===== src/rtl/demux2_32b_buf_pkg.sv =====
// Shared definitions for the 1:2 result-stream demux with per-output FIFOs.
package demux2_32b_buf_pkg;

    localparam int WIDTH_DEF = 32;
    localparam int DEPTH_DEF = 2;
    localparam int CNT_W_DEF = 2;

    // Destination select encoding carried alongside each word.
    typedef enum logic {
        SEL_OUT0 = 1'b0,
        SEL_OUT1 = 1'b1
    } sel_e;

endpackage


===== src/rtl/demux2_32b_buf_if.sv =====
// Bus bundle for the demux: one upstream stream, two downstream streams.
interface demux2_32b_buf_if
    import demux2_32b_buf_pkg::*;
#(
    parameter int WIDTH = WIDTH_DEF,
    parameter int CNT_W = CNT_W_DEF
);
    logic [WIDTH-1:0] in_data;
    logic             in_sel;
    logic             in_valid;
    logic             in_ready;

    logic [WIDTH-1:0] out0_data;
    logic             out0_valid;
    logic             out0_ready;
    logic [CNT_W-1:0] out0_count;

    logic [WIDTH-1:0] out1_data;
    logic             out1_valid;
    logic             out1_ready;
    logic [CNT_W-1:0] out1_count;

    // Upstream producer plus both consumers, seen from outside the demux.
    modport master (
        output in_data, in_sel, in_valid, out0_ready, out1_ready,
        input  in_ready, out0_data, out0_valid, out0_count,
               out1_data, out1_valid, out1_count
    );

    // The demux itself.
    modport slave (
        input  in_data, in_sel, in_valid, out0_ready, out1_ready,
        output in_ready, out0_data, out0_valid, out0_count,
               out1_data, out1_valid, out1_count
    );
endinterface


===== src/rtl/demux2_32b_buf_fifo_sync_nd.sv =====
// Single-clock DEPTH-entry FIFO with registered storage and combinational head read.
module fifo_sync_nd
    import demux2_32b_buf_pkg::*;
#(
    parameter int WIDTH = WIDTH_DEF,
    parameter int DEPTH = DEPTH_DEF,
    parameter int CNT_W = CNT_W_DEF
) (
    input  logic             clk,
    input  logic             rst_n,
    input  logic             push,
    input  logic [WIDTH-1:0] push_data,
    input  logic             pop,
    output logic [WIDTH-1:0] head_data,
    output logic             full,
    output logic             empty,
    output logic [CNT_W-1:0] count
);
    localparam int PTR_W = (DEPTH > 1) ? $clog2(DEPTH) : 1;

    logic [WIDTH-1:0] mem [DEPTH];
    logic [PTR_W-1:0] wr_ptr;
    logic [PTR_W-1:0] rd_ptr;
    logic             do_push;
    logic             do_pop;

    assign full      = (count == CNT_W'(DEPTH));
    assign empty     = (count == '0);
    // A full FIFO may still take a word when its head leaves on the same edge.
    assign do_push   = push & (~full | pop);
    assign do_pop    = pop & ~empty;
    assign head_data = mem[rd_ptr];

    // Storage write; cleared on reset so the head reads 0 until first written.
    always_ff @(posedge clk or negedge rst_n) begin
        if (!rst_n) begin
            for (int i = 0; i < DEPTH; i++) begin
                mem[i] <= '0;
            end
        end else if (do_push) begin
            mem[wr_ptr] <= push_data;
        end
    end

    // Pointer advance with explicit wrap at DEPTH-1.
    always_ff @(posedge clk or negedge rst_n) begin
        if (!rst_n) begin
            wr_ptr <= '0;
            rd_ptr <= '0;
        end else begin
            if (do_push) begin
                wr_ptr <= (wr_ptr == PTR_W'(DEPTH - 1)) ? '0 : wr_ptr + PTR_W'(1);
            end
            if (do_pop) begin
                rd_ptr <= (rd_ptr == PTR_W'(DEPTH - 1)) ? '0 : rd_ptr + PTR_W'(1);
            end
        end
    end

    // Occupancy: push and pop on the same edge cancel.
    always_ff @(posedge clk or negedge rst_n) begin
        if (!rst_n) begin
            count <= '0;
        end else begin
            case ({do_push, do_pop})
                2'b10:   count <= count + CNT_W'(1);
                2'b01:   count <= count - CNT_W'(1);
                default: count <= count;
            endcase
        end
    end

endmodule


===== src/rtl/demux2_32b_buf.sv =====
// Steers one result stream to two buffered consumer ports by a per-word select.
module demux2_32b_buf
    import demux2_32b_buf_pkg::*;
#(
    parameter int WIDTH = WIDTH_DEF,
    parameter int DEPTH = DEPTH_DEF,
    parameter int CNT_W = CNT_W_DEF
) (
    input  logic             clk,
    input  logic             rst_n,
    demux2_32b_buf_if.slave  bus
);
    logic             run_q;
    logic             full0;
    logic             full1;
    logic             empty0;
    logic             empty1;
    logic             sel_full;
    logic             sel_draining;
    logic             accept;
    logic             push0;
    logic             push1;
    logic             pop0;
    logic             pop1;

    // Holds in_ready low while in reset and until the first edge after release.
    always_ff @(posedge clk or negedge rst_n) begin
        if (!rst_n) begin
            run_q <= 1'b0;
        end else begin
            run_q <= 1'b1;
        end
    end

    // Ready looks only at the selected FIFO so the other port cannot stall it.
    always_comb begin
        sel_full     = full0;
        sel_draining = bus.out0_ready;
        if (sel_e'(bus.in_sel) == SEL_OUT1) begin
            sel_full     = full1;
            sel_draining = bus.out1_ready;
        end
    end

    assign bus.in_ready = run_q & (~sel_full | sel_draining);
    assign accept       = bus.in_valid & bus.in_ready;
    assign push0        = accept & (sel_e'(bus.in_sel) == SEL_OUT0);
    assign push1        = accept & (sel_e'(bus.in_sel) == SEL_OUT1);
    assign pop0         = ~empty0 & bus.out0_ready;
    assign pop1         = ~empty1 & bus.out1_ready;

    assign bus.out0_valid = ~empty0;
    assign bus.out1_valid = ~empty1;

    fifo_sync_nd #(
        .WIDTH (WIDTH),
        .DEPTH (DEPTH),
        .CNT_W (CNT_W)
    ) u_fifo0 (
        .clk       (clk),
        .rst_n     (rst_n),
        .push      (push0),
        .push_data (bus.in_data),
        .pop       (pop0),
        .head_data (bus.out0_data),
        .full      (full0),
        .empty     (empty0),
        .count     (bus.out0_count)
    );

    fifo_sync_nd #(
        .WIDTH (WIDTH),
        .DEPTH (DEPTH),
        .CNT_W (CNT_W)
    ) u_fifo1 (
        .clk       (clk),
        .rst_n     (rst_n),
        .push      (push1),
        .push_data (bus.in_data),
        .pop       (pop1),
        .head_data (bus.out1_data),
        .full      (full1),
        .empty     (empty1),
        .count     (bus.out1_count)
    );

endmodule

===== src/flat_wrapper.sv =====
// flat-port wrapper written by rule: the top's interface ports become plain ports
module demux2_32b_buf_flat import demux2_32b_buf_pkg::*;
#(
    parameter int WIDTH = WIDTH_DEF,
    parameter int DEPTH = DEPTH_DEF,
    parameter int CNT_W = CNT_W_DEF
)
  (clk, rst_n, bus_in_data, bus_in_sel, bus_in_valid, bus_out0_ready, bus_out1_ready, bus_in_ready, bus_out0_data, bus_out0_valid, bus_out0_count, bus_out1_data, bus_out1_valid, bus_out1_count);
  demux2_32b_buf_if #(.WIDTH(WIDTH), .CNT_W(CNT_W)) bus_i ();
  input  logic clk;
  input  logic rst_n;
  input wire logic [$bits(bus_i.in_data)-1:0] bus_in_data;
  input wire logic [$bits(bus_i.in_sel)-1:0] bus_in_sel;
  input wire logic [$bits(bus_i.in_valid)-1:0] bus_in_valid;
  input wire logic [$bits(bus_i.out0_ready)-1:0] bus_out0_ready;
  input wire logic [$bits(bus_i.out1_ready)-1:0] bus_out1_ready;
  output wire logic [$bits(bus_i.in_ready)-1:0] bus_in_ready;
  output wire logic [$bits(bus_i.out0_data)-1:0] bus_out0_data;
  output wire logic [$bits(bus_i.out0_valid)-1:0] bus_out0_valid;
  output wire logic [$bits(bus_i.out0_count)-1:0] bus_out0_count;
  output wire logic [$bits(bus_i.out1_data)-1:0] bus_out1_data;
  output wire logic [$bits(bus_i.out1_valid)-1:0] bus_out1_valid;
  output wire logic [$bits(bus_i.out1_count)-1:0] bus_out1_count;
  assign bus_i.in_data = bus_in_data;
  assign bus_i.in_sel = bus_in_sel;
  assign bus_i.in_valid = bus_in_valid;
  assign bus_i.out0_ready = bus_out0_ready;
  assign bus_i.out1_ready = bus_out1_ready;
  assign bus_in_ready = bus_i.in_ready;
  assign bus_out0_data = bus_i.out0_data;
  assign bus_out0_valid = bus_i.out0_valid;
  assign bus_out0_count = bus_i.out0_count;
  assign bus_out1_data = bus_i.out1_data;
  assign bus_out1_valid = bus_i.out1_valid;
  assign bus_out1_count = bus_i.out1_count;
  demux2_32b_buf #(.WIDTH(WIDTH), .DEPTH(DEPTH), .CNT_W(CNT_W)) u_core (.clk(clk), .rst_n(rst_n), .bus(bus_i));
endmodule

===== config.mk =====
export PLATFORM = sky130hd
export DESIGN_NAME = demux2_32b_buf_flat
export DESIGN_NICKNAME = d
export VERILOG_FILES = /design/src/rtl/demux2_32b_buf_pkg.sv /design/src/rtl/demux2_32b_buf_if.sv /design/src/rtl/demux2_32b_buf_fifo_sync_nd.sv /design/src/rtl/demux2_32b_buf.sv /design/src/flat_wrapper.sv
export SDC_FILE = /design/constraint.sdc
export NUM_CORES = 1
export LEC_CHECK = 0
export CORE_UTILIZATION = 25
export DETAILED_ROUTE_END_ITERATION = 8
export HOLD_SLACK_MARGIN = 0.03
export PLACE_DENSITY = 0.55
export SLEW_MARGIN = 15
export SYNTH_ARGS = -nofsm -noshare
export SYNTH_HDL_FRONTEND = slang
export SYNTH_SLANG_ARGS = --single-unit

===== constraint.sdc =====
create_clock -name clk -period 1.6 [get_ports clk]
set_input_delay 0.16 -clock clk [delete_from_list [all_inputs] [get_ports clk]]
set_output_delay 0.16 -clock clk [all_outputs]
set_load 0.005 [all_outputs]

# [Word-level counts from Yosys, hierarchy flattened]
# Index checks and enable logic that the tools add are counted.
[classes] add_sub_neg=8 magnitude_cmp=6 n_eq_ne=6 n_bitwise=23 mux=20 n_reduce_logical=6
[ops] op="$mux W32" count=8
[ops] op="$bwmux W64" count=2
[ops] op="$demux W32 S1" count=2
[ops] op="$and A1 B1 Y1" count=10
[ops] op="$eq A2 B2 Y1 const B" count=4
[ops] op="$ge A2 B2 Y1 const B" count=4
[ops] op="$not A1 Y2" count=4
[ops] op="$pmux W2 S2" count=2
[ops] op="$mux W1" count=6
[ops] op="$not A1 Y1" count=6
[ops] op="$add A1 B1 Y1 const B" count=4
[ops] op="$add A2 B1 Y2 const B" count=2
[ops] op="$eq A2 B1 Y1 const B" count=2
[ops] op="$logic_not A2 Y1" count=2
[ops] op="$lt A2 B1 Y1 const B" count=2
[ops] op="$reduce_bool A2 Y1" count=2
[ops] op="$sub A2 B1 Y2 const B" count=2
[ops] op="$or A1 B1 Y1" count=3
[ops] op="$logic_and A1 B1 Y1" count=2
[totals] register_bits=137 inputBits=38 elab_cells=80 output_inout_bits=71

# [Logic depth before layout (Yosys ltp)]
[depth] word_depth=10 ltp_mapped=6 mapped_depth_nobuf=6

# [By module]
# Synthesis repeated with hierarchy kept, for this count alone.
[unflattened] cells_unflattened=393 hier_area_um2=6093.3
[modules_own_cells] mod="fifo_sync_nd" area_per_inst_um2=2999.1 instances=2 cells_each=189 seq_area_each_um2=1701.6
[modules_own_cells] mod="demux2_32b_buf" area_per_inst_um2=95.1 instances=1 cells_each=15 seq_area_each_um2=25.0

# [Worst setup path after synthesis]
# Ideal clock, no wire load.
[synth_timing] path_type="register to register" from="register u_core.u_fifo0.count[1]" to="register u_core.u_fifo0.mem[32] in the netlist's numbering" arrival_ns=1.632 path_stages_with_launch=6 n_path_buf=2 required_time_ns=1.475 synth_period_minus_slack_ns=1.757 path_slack_ns=-0.157 cell_sequence="dfrtp_1 -> nor3b_2 -> or4_1 -> buf_6 -> buf_12 -> mux2_4"
[synth_between] elab_chain_cells=8 elab_cells_between_ends=13 classes_between="eq/ne: 1; mux: 1; bitwise: 10; reduce/logical: 1"
[synth_rtl] element="from (decl)" line="demux2_32b_buf_fifo_sync_nd.sv:17" rtl="output logic [CNT_W-1:0] count"
[synth_rtl] element="from (signal assigned)" line="demux2_32b_buf_fifo_sync_nd.sv:66" rtl="2'b10: count <= count + CNT_W'(1);"
[synth_rtl] element="from (signal assigned)" line="demux2_32b_buf_fifo_sync_nd.sv:67" rtl="2'b01: count <= count - CNT_W'(1);"
[synth_rtl] element="from (signal assigned)" line="demux2_32b_buf_fifo_sync_nd.sv:68" rtl="default: count <= count;"
[synth_rtl] element="$eq A2 B2 Y1" line="demux2_32b_buf_fifo_sync_nd.sv:27" rtl="assign full = (count == CNT_W'(DEPTH));"
[synth_rtl] element="$mux W1" line="demux2_32b_buf.sv:39" rtl="if (sel_e'(bus.in_sel) == SEL_OUT1) begin"
[synth_rtl] element="$not A1 Y1" line="demux2_32b_buf.sv:45" rtl="assign bus.in_ready = run_q & (~sel_full | sel_draining);"
[synth_rtl] element="$or A1 B1 Y1" line="demux2_32b_buf.sv:45"
[synth_rtl] element="$and A1 B1 Y1" line="demux2_32b_buf.sv:45"
[synth_rtl] element="$and A1 B1 Y1" line="demux2_32b_buf.sv:46" rtl="assign accept = bus.in_valid & bus.in_ready;"
[synth_rtl] element="$and A1 B1 Y1" line="demux2_32b_buf.sv:47" rtl="assign push0 = accept & (sel_e'(bus.in_sel) == SEL_OUT0);"
[synth_rtl] element="$and A1 B1 Y1 *" line="demux2_32b_buf_fifo_sync_nd.sv:30" rtl="assign do_push = push & (~full | pop);"
[synth_rtl] element="to (signal, indexed assignment)" line="demux2_32b_buf_fifo_sync_nd.sv:41" rtl="mem[wr_ptr] <= push_data;"
[synth_rtl] element="to (decl)" line="demux2_32b_buf_fifo_sync_nd.sv:21" rtl="logic [WIDTH-1:0] mem [DEPTH];"
# Mark *: on every way between the ends. The rest lies on a longest branch, timed or not.
# A chain may end at the register's enable or synchronous reset.

# [Final worst setup path]
[layout_timing] from="register u_core.u_fifo1.count[1]" to="register u_core.u_fifo1.mem[53] in the netlist's numbering"
[layout_between] elab_chain_cells=8 elab_cells_between_ends=13 classes_between="eq/ne: 1; mux: 1; bitwise: 10; reduce/logical: 1"
[layout_rtl] element="from (decl)" line="demux2_32b_buf_fifo_sync_nd.sv:17"
[layout_rtl] element="from (signal assigned)" line="demux2_32b_buf_fifo_sync_nd.sv:66"
[layout_rtl] element="from (signal assigned)" line="demux2_32b_buf_fifo_sync_nd.sv:67"
[layout_rtl] element="from (signal assigned)" line="demux2_32b_buf_fifo_sync_nd.sv:68"
[layout_rtl] element="$eq A2 B2 Y1" line="demux2_32b_buf_fifo_sync_nd.sv:27"
[layout_rtl] element="$mux W1" line="demux2_32b_buf.sv:39"
[layout_rtl] element="$not A1 Y1" line="demux2_32b_buf.sv:45"
[layout_rtl] element="$or A1 B1 Y1" line="demux2_32b_buf.sv:45"
[layout_rtl] element="$and A1 B1 Y1" line="demux2_32b_buf.sv:45"
[layout_rtl] element="$and A1 B1 Y1" line="demux2_32b_buf.sv:46"
[layout_rtl] element="$and A1 B1 Y1" line="demux2_32b_buf.sv:48" rtl="assign push1 = accept & (sel_e'(bus.in_sel) == SEL_OUT1);"
[layout_rtl] element="$and A1 B1 Y1 *" line="demux2_32b_buf_fifo_sync_nd.sv:30"
[layout_rtl] element="to (signal, indexed assignment)" line="demux2_32b_buf_fifo_sync_nd.sv:41"
[layout_rtl] element="to (decl)" line="demux2_32b_buf_fifo_sync_nd.sv:21"
# Marks and branches as above.

==> run metrics <==
fraction of layout instances using a drive strength above 1=67.8%; clock network power share=19.6%; pin count of the biggest net entering global routing=54; Hold Vio Cnt, Final=0; Max VDD drop=0.960 mV; Setup-failing EPs final=193; Yosys warnings=0; Slew Limit Headroom=62.4%; f_max=534 MHz; Design Power=21.2 mW; Crit Path Class=reg2reg; CTS Buf Count=17; cell area after placement=8040 sq um; max cap viols=0; initial antenna violation count=0; Worst path depth=7; # rows=56; Final WS setup=-0.274 ns; Die Span X=158 microns; DIE AREA=25000 sq um; sum of negative setup slack=-31.57 ns; Clock Sinks=137; Clock Root Buffer=clkbuf_16; Reg clk slew, reported paths=0.06 ns; Unique masters post-synth=23; switching power=6.00 mW; clk buf depth=2; Period Utilization, post-route=117%; Seq pwr share=29.7%; Leakage=4.62 nW; Vias=3931; arrival time at the worst endpoint=2.17 ns; worst skew pair latency=0.43 ns; Slew @ Worst Pin=0.565 ns; Via density=4.31; All-Layer GR Usage=14.8%; switch share=28.3%; Worst setup EP type=flip-flop; 1st-pass router iterations=4; Ports=109; syn nets=421; slowest CP cell=dfrtp_1; Critical Path Start Type=flip-flop; top-area cell type share of the netlist area=56.2%; dpl ws=-0.518 ns; Post-Synthesis Cells=381; GP Congestion=0.698; largest cells by area after synthesis=dfrtp_1 (56%), mux2_2 (30%), mux2_4 (7.4%), buf_12 (0.98%), xnor2_1 (0.86%); Worst Hold Class=in2async; Die Y-Extent=158 microns; unrepaired setup endpoints after global routing=true; Logic pwr share=50.8%; R2R depth=7; Avg Cell Area, Syn=16.0 sq um; cell taking the most area after synthesis=dfrtp_1; Port Buffers=108; run status=finished with violations; Worst EP required=1.90 ns; drt drc=0; sequential share of the synthesized area=56.2%; final net count=621; Crit Path Max Fanout=7; clk_skew=0.0109 ns; initial DRC count=126; core area=23700 sq um; Ant. Diodes=0; number of fill cells=2208; CP delay by family, top=simple AND/OR/NAND/NOR gates; internal power=15.2 mW; Initial Util=25.8%; Post-DRT Antenna Nets=0; Final Routed Wirelength=17.7 mm; final count of pins violating max slew=0; failing checks=setup timing; critical-path cell list=nor3b_4, buf_6, nor4b_4, buf_6, buf_12, buf_12, mux2_4; DR WL/cell=19.4 microns; vias in the first global route=4462; synthesis-stage register bit count=137; first-pass GRT wire length=27.0 mm; Period minus WS final=1.87 ns; Synth-to-Final Area Change=61.4%; hpwl dp=9.75 mm; Mapped Area=6100 sq um; CTS tree=yes; Critical Path Max Stage Delay=0.38 ns; Finished Cell Area=9850 sq um; ratio of total power to cell area=2150 nW/um^2; total grt overflow=0; WP buf/inv=4; CTS H-tree lvls=4
## layout by cell type, fill, tap and decap left out, types with 4 or more instances in the layout
| cell | n |
|---|---|
| buf_12 | 30 |
| buf_2 | 13 |
| buf_4 | 33 |
| buf_6 | 72 |
| clkbuf_16 | 18 |
| clkbuf_2 | 9 |
| clkdlybuf4s50_1 | 36 |
| clkinv_4 | 5 |
| dfrtp_1 | 134 |
| inv_6 | 5 |
| mux2_2 | 29 |
| mux2_4 | 163 |
| xnor2_1 | 5 |
| xor2_1 | 4 |
## synth_stat cells
cell      instances
nor2_1            2
nor4b_2           2
or3b_2            1
nor3b_2           1
nor3_1            1
ha_1              2
buf_6             1
xnor2_1           6
xor2_1            4
or2_2             2
buf_12            3
or4_1             1
dfrtp_1         137
and2_1            3
nor3b_1           1
buf_2             9
mux2_2          162
clkbuf_1          8
conb_1            1
or3_2             1
mux2i_1           1
nand2_1           2
mux2_4           30
## state kept, by name, indices dropped and copies added, names as in the netlist
register,cells
u_core.u_fifo0.rd_ptr,1
u_core.run_q,1
u_core.u_fifo1.mem,64
u_core.u_fifo1.count,2
u_core.u_fifo0.wr_ptr,1
u_core.u_fifo1.wr_ptr,1
u_core.u_fifo0.mem,64
u_core.u_fifo0.count,2
u_core.u_fifo1.rd_ptr,1
## through the flow
step                instances  hold slack (ns)  utilization (%)
floorplan                 381           -0.136                -
global placement          827            0.169             33.9
detailed placement        827            0.175             33.9
CTS                       912            0.289             41.2
global route              913            0.312             41.6
finish                    913            0.269             41.6
## power groups by stage
stage                     combinational [mW]  sequential [mW]  clock (mW)
after floorplan                         4.26             5.87           0
after global placement                  8.14             6.09           0
after detailed placement                8.28             6.19           0
after CTS                               10.4             6.19        4.25
after global routing                    11.5             6.47        4.42
final                                   10.8             6.28        4.15
## routing by layer
layer	vias to the layer above	share of wire (%)	track usage [%]
met5	-	0	0
met4	0	1.4	5.13
met3	19	3.8	3.70
met2	82	49	24.2
met1	2073	45	18.9
li1	1757	-	-
## cell type report
cell class | instances | area [sq um] | share of cell area, %
clock buffers | 17 | 425 | 4.32
flip-flops and latches | 137 | 3430 | 34.8
well taps | 319 | 399 | 4.05
clock inverters | 15 | 190 | 1.93
multi-input cells | 223 | 3120 | 31.7
repair buffers | 202 | 2280 | 23.1
## logic make-up (layout without fill, tap and decap cells)
group	after synthesis	in the layout	synth area share (%)
adder cells (fa/ha/maj)	2	2	0.410
buffers and inverters	21	234	2.40
AND/OR/NAND/NOR	17	17	2.05
multiplexers	193	193	37.4
flip-flops	137	137	56.2
XOR/XNOR	10	10	1.44
other	1	1	0.0615
## final timing paths
check / start / to / slack (ns)
worst min-delay path: rst_n / u_core.u_fifo1.mem[15] / 0.27
worst max register to register: u_core.u_fifo1.count[1] / u_core.u_fifo1.mem[53] / -0.27
min in group clk: bus_in_data[12] / u_core.u_fifo1.mem[44] / 0.45
max in group asynchronous: rst_n / u_core.u_fifo1.mem[33] / 0.71
worst min register to register: u_core.u_fifo1.mem[30] / u_core.u_fifo1.mem[30] / 0.51
worst max-delay path: u_core.u_fifo1.count[1] / u_core.u_fifo1.mem[53] / -0.27
## repair_timing
item                                   4_1_cts  5_1_grt
gates resized for setup                    426       80
cloned                                      10        2
setup buffers                               45       15
setup endpoints to repair                  201      200
pin swaps                                    7       12
endpoints found under the hold margin       45        0
hold buffers                                 1        0
(Power assumes the default switching activity.)
